$ cat src/rtl/sp_ram_arb.sv
// sp_ram_arb: two-port round-robin arbiter in front of a single-port RAM,
// with a bounded port-1 burst lock followed by a one-cycle port-0 cooldown.
module sp_ram_arb #(
    parameter int ADDR_WIDTH = 15,
    parameter int DATA_WIDTH = 32,
    parameter int MAX_LOCK   = 16,
    localparam int BE_WIDTH  = DATA_WIDTH / 8
) (
    input  logic                    clk,
    input  logic                    rstn_i,
    input  logic [1:0]              req_i,
    input  logic [2*ADDR_WIDTH-1:0] addr_i,
    input  logic [1:0]              we_i,
    input  logic [2*BE_WIDTH-1:0]   be_i,
    input  logic [2*DATA_WIDTH-1:0] wdata_i,
    input  logic                    lock_i,
    output logic [1:0]              gnt_o,
    output logic [1:0]              rvalid_o,
    output logic [DATA_WIDTH-1:0]   rdata_o,
    output logic                    ram_en_o,
    output logic [ADDR_WIDTH-1:0]   ram_addr_o,
    output logic                    ram_we_o,
    output logic [BE_WIDTH-1:0]     ram_be_o,
    output logic [DATA_WIDTH-1:0]   ram_wdata_o,
    input  logic [DATA_WIDTH-1:0]   ram_rdata_i
);
    typedef enum logic [1:0] {IDLE, LOCKED, COOLDOWN} state_t;
    state_t     state;
    logic       ptr;
    logic [7:0] lock_cnt;
    logic [7:0] lock_inc;
    logic       sel;
    // A lone requester always wins; contention is settled by state, then ptr.
    assign gnt_o = (&req_i) ? (state == LOCKED   ? 2'b10 :
                               state == COOLDOWN ? 2'b01 : {ptr, ~ptr}) : req_i;
    assign sel         = gnt_o[1];
    assign ram_en_o    = |gnt_o;
    assign ram_we_o    = |(gnt_o & we_i);
    assign ram_addr_o  = sel ? addr_i[2*ADDR_WIDTH-1:ADDR_WIDTH] : addr_i[ADDR_WIDTH-1:0];
    assign ram_be_o    = !ram_en_o ? '0 : sel ? be_i[2*BE_WIDTH-1:BE_WIDTH] : be_i[BE_WIDTH-1:0];
    assign ram_wdata_o = sel ? wdata_i[2*DATA_WIDTH-1:DATA_WIDTH] : wdata_i[DATA_WIDTH-1:0];
    assign rdata_o     = ram_rdata_i;
    assign lock_inc    = (lock_cnt == 8'hFF) ? lock_cnt : lock_cnt + 8'd1;
    always_ff @(posedge clk or negedge rstn_i) begin
        if (!rstn_i) begin
            state    <= IDLE;
            ptr      <= 1'b0;
            lock_cnt <= 8'd0;
            rvalid_o <= 2'b00;
        end else begin
            rvalid_o <= gnt_o;
            case (state)
                IDLE: if (ram_en_o) begin
                    ptr <= ~sel;
                    if (sel && lock_i) begin
                        state    <= (MAX_LOCK == 1) ? COOLDOWN : LOCKED;
                        lock_cnt <= 8'd1;
                    end
                end
                LOCKED: if (!lock_i) begin
                    state    <= IDLE;
                    ptr      <= 1'b0;
                    lock_cnt <= 8'd0;
                end else if (gnt_o[1]) begin
                    lock_cnt <= lock_inc;
                    if (lock_inc == 8'(MAX_LOCK)) state <= COOLDOWN;
                end
                // A waiting port 0 is always served here, so cooldown lasts one cycle.
                COOLDOWN: begin
                    state    <= IDLE;
                    ptr      <= 1'b1;
                    lock_cnt <= 8'd0;
                end
                default: state <= IDLE;
            endcase
        end
    end
endmodule

$ cat config.mk
export PLATFORM = sky130hd
export DESIGN_NAME = sp_ram_arb
export DESIGN_NICKNAME = d
export VERILOG_FILES = /design/src/rtl/sp_ram_arb.sv
export SDC_FILE = /design/constraint.sdc
export NUM_CORES = 1
export LEC_CHECK = 0
export BUFFER_PORTS_ARGS = -buffer_cell sky130_fd_sc_hd__buf_2
export CORE_MARGIN = 8
export CORE_UTILIZATION = 29
export CTS_CLUSTER_DIAMETER = 80
export CTS_CLUSTER_SIZE = 40
export DETAILED_ROUTE_END_ITERATION = 12
export PLACE_DENSITY = 0.9
export SLEW_MARGIN = 20
export SYNTH_ARGS = -nofsm -noshare
export SYNTH_HDL_FRONTEND = slang
export SYNTH_SLANG_ARGS = --single-unit
$ cat constraint.sdc
create_clock -name clk -period 1.9 [get_ports clk]
set_input_delay 0.19 -clock clk [delete_from_list [all_inputs] [get_ports clk]]
set_output_delay 0.19 -clock clk [all_outputs]
set_load 0.05 [all_outputs]
# ---- Word-level counts from Yosys, hierarchy flattened
# Index checks and enable logic that the tools add are counted.
dict set report word_totals {
  reg_bits 13
  latchBits 0
  ram_bits 0
  mem_bits_ro 0
  inputBits 141
  elab_cells 48
  memories 0
}
dict set report op_classes {
  addsub 1
  n_mul 0
  div_mod_pow 0
  magnitude_cmp 0
  eq_ne 9
  n_shift 0
  n_mux 22
  bitwise 3
  n_reduce_logical 9
}
# cell n
set ops {}
lappend ops {{8-bit two-way mux} 5}
lappend ops {{32-bit two-way mux} 1}
lappend ops {{8-bit case mux with 3 select lines} 1}
lappend ops {{2-bit two-way mux} 8}
lappend ops {{15-bit two-way mux} 1}
lappend ops {{8-bit by 1-bit adder with 8-bit output, second input constant} 1}
lappend ops {{8-bit by 5-bit equality test with 1-bit output, second input constant} 1}
lappend ops {{8-bit equality test, second input constant} 1}
lappend ops {{4-bit two-way mux} 2}
lappend ops {{4-bit AND reduction} 2}
lappend ops {{2-bit != test, second input constant} 3}
lappend ops {{2-bit case mux with 2 select lines} 1}
lappend ops {{2-bit OR reduction} 2}
lappend ops {{3-bit by 2-bit != test with 1-bit output, second input constant} 1}
lappend ops {{3-bit != test, second input constant} 1}
lappend ops {{1-bit case mux with 3 select lines} 1}
lappend ops {{3-bit AND reduction} 1}
lappend ops {{3-bit nonzero test} 1}
lappend ops {{2-bit bitwise AND} 1}
lappend ops {{2-bit by 1-bit equality test with 1-bit output, second input constant} 1}
lappend ops {{2-bit equality test, second input constant} 1}
lappend ops {{2-bit logical NOT} 1}
lappend ops {{1-bit two-way mux} 2}
lappend ops {{1-bit inverter} 2}
lappend ops {{2 further kinds} 2}

# ---- Logic depth before layout (Yosys ltp)
# Gate-level depths: netlist of run 1.
dict set report depth {
  depth_word 8
  depth_mapped 8
}

# ---- Least setup slack after synthesis of run 1
# OpenSTA, ideal clock, no wires.
dict set report synth_timing {
  path_kind {reg-to-reg}
  from {register state[1]}
  to {register rvalid_o[0]}
  t_arrival_ns 2.520
  t_required_ns 1.697
  path_slack_ns -0.823
  stages_incl_launch_ff 8
  n_path_buf 1
  synth_period_minus_slack_ns 2.723
  cell_sequence {dfrtp_1 > inv_1 > ha_1 > nand2b_1 > o21ai_1 > inv_2 > clkbuf_1 > nor2_1}
}
dict set report synth_via {
  elab_chain_cells 4
}
# element line_no
set synth_lines {}
lappend synth_lines {{from (decl)} 28} ;# state_t state;
lappend synth_lines {{from (signal assigned)} 56} ;# state <= (MAX_LOCK == 1) ? COOLDOWN : LOCKED;
lappend synth_lines {{2-bit equality test} 35} ;# state == COOLDOWN ? 2'b01 : {ptr, ~ptr}) : req_i;
lappend synth_lines {{2-bit two-way mux} 35}
lappend synth_lines {{2-bit two-way mux * (2 in series)} 34} ;# assign gnt_o = (&req_i) ? (state == LOCKED ? 2'b10 :
lappend synth_lines {{net gnt_o[0]} 17} ;# output logic [1:0] gnt_o,
lappend synth_lines {{to (signal assigned)} 51} ;# rvalid_o <= gnt_o;
lappend synth_lines {{to (decl)} 18} ;# output logic [1:0] rvalid_o,
# The timed path passes the listed nets; every way through them passes the cells marked *.
# A chain may end at the register's enable or synchronous reset.

# ---- Final worst setup path of run 1
dict set report layout_timing {
  from {register state[1]}
  to {output port ram_wdata_o[31]}
}
dict set report layout_via {
  elab_chain_cells 5
}
# element line_no
set layout_lines {}
lappend layout_lines {{2-bit equality test} 35}
lappend layout_lines {{2-bit two-way mux} 35}
lappend layout_lines {{2-bit two-way mux * (2 in series)} 34}
lappend layout_lines {{32-bit two-way mux *} 41} ;# assign ram_wdata_o = sel ? wdata_i[2*DATA_WIDTH-1:DATA_WIDTH] : wdata_i[DATA_WIDTH-1:0];
lappend layout_lines {{to (decl)} 24} ;# output logic [DATA_WIDTH-1:0] ram_wdata_o,
# Mark *: on every way between the ends. The rest lies on a longest branch, timed or not.

==> reports/metrics.cfg, run 1 <==
[die]
die_area_sq_um=8695
die_w_um=93.25
num_rows=28
fp.dieH_um=93.25
initial_core_util_pct=29.58
core_sq_um=5851
ioPinCount=230

[synth]
syn_avg_cell_area_sq_um=5.787
synth_flop_cell=dfrtp_1
syn_inst=299
synth_mux_area_share_pct=1.229
synth_compound_area_share_pct=14.68
synth_fp_nets=445
ys_types=37
synth_fa_ha_area_share_pct=3.615
synth-xor-area-share_pct=0
synth_top_family_by_area=simple AND/OR/NAND/NOR gates
synth-simple-area-share_pct=43.31
syn_area_sq_um=1730
synth_seq_cells=13
yosys_warnings=0
ys_seq_area_share_pct=18.80
synth_enable_flop_cells=0
async_reset_ff_share_pct=100.0

[grt]
grt_pass1_wl_mm=14.72
first_global_vias=2938
overflow=0
antenna_found_initial=1
track_usage_pct=21.29
grt_max_degree=22

[run_status]
violations=setup timing
status=finished, violations left

[power_and_ir_drop]
leakagePower_nw=2.064
irDropWorstVdd_mv=0.5840
power_density_nw_per_um2=1004
power.clock.fraction_pct=6.6
power_mw=3.994
p_sw_mw=2.065
intPower_mw=1.929
pwr-share-comb_pct=84.4
switching_share_pct=51.70
seqPwrFrac_pct=9.0

[placed_design]
gp_congestion=0.8841
numPortBuffers=165
dp.cells=519
hpwl_mm=6.783
dpl_worst_slack_ps=-125.6
dpl_cell_area_sq_um=2755

[critical_path]
crit_path_max_fanout=4
crit_chain=buf_6 > ha_4 > nor2b_4 > o21ai_4 > buf_4 > buf_4 > buf_6 > buf_6 > nand2_2 > nand2_2 > buf_8
crit_required_ps=1710
max_stage_delay_ps=420
cp.arrival_ps=2000
endpoint_kind=primary output
startpoint_type=register
criticalPathCategory=register to primary output
crit_top_cell=buf_6
slowest_stage=dfrtp_1

[sta]
grt_setup_unrepaired=true
drv_slew=0
relSlewSlack_pct=75.62
fin_skew_ps=2.256
fin_crit_ps=2190
tightest_slew_ps=365.7
fmax_ghz=0.4566
worst_slack_ps=-290.1
hold_viol_final=0
whs_ps=346.4
setup_viol=64
period_share_pct=115.3
fin_tns_setup_ps=-13550

[final_layout]
area_growth_pct=129.9
nNetsFinal=618
final_area_sq_um=3979
fin_util_pct=68.01
drive_gt1_share_pct=70.70
stdcell_count=547
fillers=377

[routing]
highest_layer=met4
avgViaCountPerCell=5.249
ant_nets=0
wl_met3_mm=1.073
routedWlPerCell_um=20.50
routed_wl_mm=11.21
drt_iter0_drc=267
routed-via-count=2871
drt-met1-wl_mm=3.536
drtPass1Iterations=5
drc=0
wl_met2_mm=5.993

[cts]
cts_tree=yes
htree_levels=1
cts-root-buf=clkbuf_8
cts_buffers=3
clkTransAtPathRegs_ps=60
clkLatencyLatePin_ps=250
clkSinkCount=13
cts_buffer_depth=2

[min_path]
hold_class=primary input to register

[job]
drv_cap=0

[state kept, by name (all words and copies together) (netlist names)]
name,count
lock_cnt,8
rvalid_o,2
state,2
ptr,1
[repair_timing]
item | 4_1_cts | 5_1_grt
hold buffers | 1 | 0
resized for setup | 192 | 68
pin swaps | 7 | 18
buffers inserted | 11 | 7
gates cloned | 2 | 3
endpoints found under the setup margin | 56 | 65
endpoints found under the hold margin | 13 | 0
[area by class of cell]
class                      instances  area, sq um  area share (%)
tap                               75        93.84           2.358
multi-input combinational        234         1560           39.21
antenna                            1        2.502         0.06289
clock buffer                       4        45.04           1.132
timing repair buffer             213         1913           48.08
inverter                           7        38.79          0.9748
sequential                        13        325.3           8.176
[worst paths after layout]
| path | start | to | slack [ps] | depth (start not counted) |
|---|---|---|---|---|
| max | state[1]$_DFFE_PN0P_ | ram_wdata_o[31] | -290 | 11 |
| min | req_i[0] | rvalid_o[0]$_DFF_PN0_ | 350 | 3 |
| max reg2reg | state[1]$_DFFE_PN0P_ | state[0]$_DFFE_PN0P_ | -290 | 8 |
| min reg2reg | lock_cnt[1]$_DFFE_PN0P_ | lock_cnt[1]$_DFFE_PN0P_ | 560 | 1 |
| max in group asynchronous | rstn_i | lock_cnt[1]$_DFFE_PN0P_ | 1300 | 2 |
| min in group asynchronous | rstn_i | rvalid_o[0]$_DFF_PN0_ | 360 | 2 |
[kinds of logic (layout without fill, tap and decap cells)]
family | after synthesis | count (layout)
flops | 13 | 13
simple gates | 187 | 187
mux | 2 | 2
fa+ha+maj | 5 | 5
other cells | 0 | 1
compound gates | 40 | 40
buf+inv | 52 | 224
[cell usage in the layout, fill, tap and decap left out, types with 2 or more instances in the layout]
| master | n |
|---|---|
| buf_12 | 9 |
| clkbuf_16 | 2 |
| inv_2 | 2 |
| nand4_1 | 2 |
| ha_2 | 2 |
| nor2_1 | 6 |
| o21bai_4 | 2 |
| buf_2 | 111 |
| a21oi_2 | 8 |
| a22o_1 | 2 |
| nand2_4 | 18 |
| buf_16 | 2 |
| nor2b_4 | 2 |
| o21ai_0 | 6 |
| nand2_1 | 72 |
| nand2_2 | 71 |
| clkbuf_8 | 3 |
| a21oi_4 | 2 |
| buf_4 | 28 |
| and3_1 | 4 |
| nand3_1 | 5 |
| a21oi_1 | 6 |
| buf_6 | 13 |
| ha_1 | 2 |
| dfrtp_1 | 13 |
| buf_8 | 47 |
| inv_1 | 4 |
[worst max-delay path: cells and delay by family (launching register included)]
family,cells,cell delay (ps)
flip-flops,1,420
AO/OA/AOI/OAI,1,90
adder cells (fa/ha/maj),1,160
AND/OR/NAND/NOR,3,290
buffers and inverters,6,790
[power by group through the flow]
stage                     sequential [mW]  combinational (mW)  clock [mW]
after floorplan                     0.374                1.65           0
after global placement              0.350                2.12           0
after detailed placement            0.352                2.17           0
after CTS                           0.349                2.97       0.265
after global routing                0.360                3.50       0.272
final                               0.358                3.37       0.265
[per-layer routing]
layer | vias up | track usage (%)
li1 | 1276 | -
met1 | 1340 | 20.55
met2 | 204 | 39.84
met3 | 51 | 6.410
met4 | 0 | 10.74
met5 | - | 0
[cell usage after synthesis, types with 4 or more instances]
| cell type | instances | area share (%) |
|---|---|---|
| ha_1 | 5 | 3.6 |
| nor2_1 | 7 | 1.5 |
| buf_4 | 32 | 14 |
| and3_1 | 4 | 1.4 |
| clkbuf_1 | 10 | 2.2 |
| nand3_1 | 5 | 1.4 |
| inv_1 | 6 | 1.3 |
| a21oi_1 | 16 | 4.6 |
| nand2_1 | 161 | 35 |
| o21ai_0 | 6 | 1.7 |
| dfrtp_1 | 13 | 19 |
No activity file was read; power rests on OpenSTA's default activity.
==> inputs of run 2 (changes only) <==
REMOVE_ABC_BUFFERS = 1   (was not set)
==> run 2 against run 1 <==
  * The run still ends with setup timing left
  * Sequential share of layout area is essentially flat
  * Critical endpoint is now ram_be_o[0]
  * First-iteration DRC count shrank 57%
  * Fmax shrank 1.3%
  * Clock power shrank 7%
  * Global-route usage grew 3.1 points
  * Highest routed layer is now met5
  * Wire length grew 15%
  * Count of clock-buffer cells in the layout shrank 1
  * Cell count shrank 0.55%
  * Flip-flop and latch count is the same
==> reports/metrics.cfg, run 2 (same netlist as run 1, synthesis figures left out) <==
[sta]
relSlewSlack_pct=51.77
fin_crit_ps=2218
period_share_pct=116.7
setup_viol=63
worst_slack_ps=-318.1
whs_ps=312.8
fin_skew_ps=1.348
tightest_slew_ps=720.7
drv_slew=0
hold_viol_final=0
fmax_ghz=0.4508
grt_setup_unrepaired=true

[grt]
antenna_found_initial=3
grt_max_degree=21
overflow=0
track_usage_pct=24.44
first_global_vias=2856
grt_pass1_wl_mm=15.99

[cts]
cts-root-buf=clkbuf_8
cts_tree=yes
cts_buffer_depth=2
htree_levels=1
clkLatencyLatePin_ps=240
clkSinkCount=13
cts_buffers=3
clkTransAtPathRegs_ps=60

[final_layout]
mostFrequentLayoutCell=buf_2
multi_input_area_sq_um=1563
regMostFlops=lock_cnt
seqCellArea_sq_um=325.3
top_regs=lock_cnt x8, rvalid_o x2, state x2
drive_gt1_share_pct=68.45
area_growth_pct=130.4
nNetsFinal=613
fin_util_pct=68.14
largest_reg_flops=8
stdcell_count=544
fillers=397
mostFrequentLayoutCells=buf_2, nand2_1, nand2_2

[critical_path]
crit_family=buffers and inverters
startpoint_type=register
criticalPathCategory=register to primary output
cp.buffers_inverters=5
crit_chain=inv_2 > ha_4 > nor2b_4 > buf_6 > o21ai_4 > buf_12 > buf_12 > nand2_1 > a21oi_2 > buf_6
r2r_slack_ps=-170
crit_path_max_fanout=5
r2r_cells=11
r2r_end=lock_cnt[6]$_DFFE_PN0P_
slowest_stage=dfrtp_1
rr_startpoint=state[0]$_DFFE_PN0P_
max_stage_delay_ps=420
cp.depth=10
endpoint_kind=primary output
cp.arrival_ps=2030
crit_required_ps=1710

[die]
initial_core_util_pct=29.58
core_sq_um=5851
ioPinCount=230
fp.dieH_um=93.25
die_area_sq_um=8695
die_w_um=93.25
num_rows=28

[power_and_ir_drop]
seqPwrFrac_pct=9.1
leakagePower_nw=2.080
intPower_mw=1.949
irDropWorstVdd_mv=0.5852
power_density_nw_per_um2=998.6
power.clock.fraction_pct=6.2
power_mw=3.981
p_sw_mw=2.032
pwr-share-comb_pct=84.7
switching_share_pct=51.04

[min_path]
min_from=req_i[0]
worstHoldPathCells=3
hold_class=primary input to register
holdPathEnd=rvalid_o[0]$_DFF_PN0_

[job]
drv_cap=0

[routing]
drc=0
routed_wl_mm=12.89
drtPass1Iterations=4
routedWlPerCell_um=23.69
routed-via-count=2922
ant_nets=0
drt_iter0_drc=114
avgViaCountPerCell=5.371

[placed_design]
hpwl_mm=9.369
dp.cells=515
gp_congestion=1.059
numPortBuffers=165

[run_status]
violations=setup timing
status=finished, violations left

-- run 2: changes by cell type in the layout (fill, tap and decap cells not counted), moves of 9 or more --
cell	before	now
buf_8	47	22
nand2_2	71	55
buf_6	13	28
buf_12	9	20
nand2_1	72	82
buf_4	28	19
-- run 2: timing repair --
action | 4_1_cts | 5_1_grt
hold buffers | 1 | 0
buffers inserted | 9 | 6
hold endpoints to repair | 13 | 0
endpoints found under the setup margin | 61 | 65
resized for setup | 148 | 103
cloned | 3 | 4
pin swaps | 22 | 49
-- run 2: how the worst max path moves through the flow --
stage	startpoint	end	slack, ps
after floorplan	state[1]$_DFFE_PN0P_	rvalid_o[0]$_DFF_PN0_	-2820
after detailed placement	state[0]$_DFFE_PN0P_	state[0]$_DFFE_PN0P_	-210
after global placement	state[0]$_DFFE_PN0P_	ram_addr_o[13]	-40
final	state[0]$_DFFE_PN0P_	ram_be_o[0]	-320
after global routing	state[0]$_DFFE_PN0P_	ram_wdata_o[0]	-370
after CTS	state[1]$_DFFE_PN0P_	ram_wdata_o[19]	-280
-- run 2: layout make-up --
class | instances | area share (%)
Timing Repair inverter | 1 | 0.1883
Multi-Input combinational cell | 234 | 39.20
Antenna cell | 3 | 0.1883
Clock buffer | 3 | 1.036
Clock inverter | 1 | 0.1255
Sequential cell | 13 | 8.161
Timing Repair Buffer | 207 | 48.02
Tap cell | 75 | 2.354
Inverter | 7 | 0.7219
-- run 2: power by group through the flow --
stage	Clock [mW]	Sequential [mW]	Combinational, mW
finish	0.247	0.363	3.37
global route	0.255	0.366	3.49
CTS	0.249	0.359	2.90
detailed placement	0	0.361	2.30
global placement	0	0.357	2.27
floorplan	0	0.374	1.34
-- run 2: routing by layer --
metal,global-route usage (%),part of all wire (%),vias to the layer above
met5,5.952,0.40,-
met4,10.60,4.3,2
met3,10.02,10,45
met2,42.77,50,206
met1,24.53,35,1402
li1,-,-,1267
-- run 2: worst register-to-register path: stages (launching register included) --
cell	delay (ps)
dfrtp_1	420
inv_2	100
ha_4	150
nor2b_4	40
buf_6	110
o21ai_4	230
buf_12	160
bufbuf_16	260
a21oi_1	60
buf_4	180
a31oi_2	180
a21oi_1	60
-- run 2: per-stage QoR --
step	instance area (sq um)	setup slack [ps]	setup TNS [ps]
6_report	3986	-318.1	-16020
5_1_grt	3986	-370.4	-19020
4_1_cts	3480	-282.7	-13930
3_5_place_dp	2778	-212.5	-7487
3_3_place_gp	2778	-43.66	-754.3
2_1_floorplan	1439	-2821	-150280
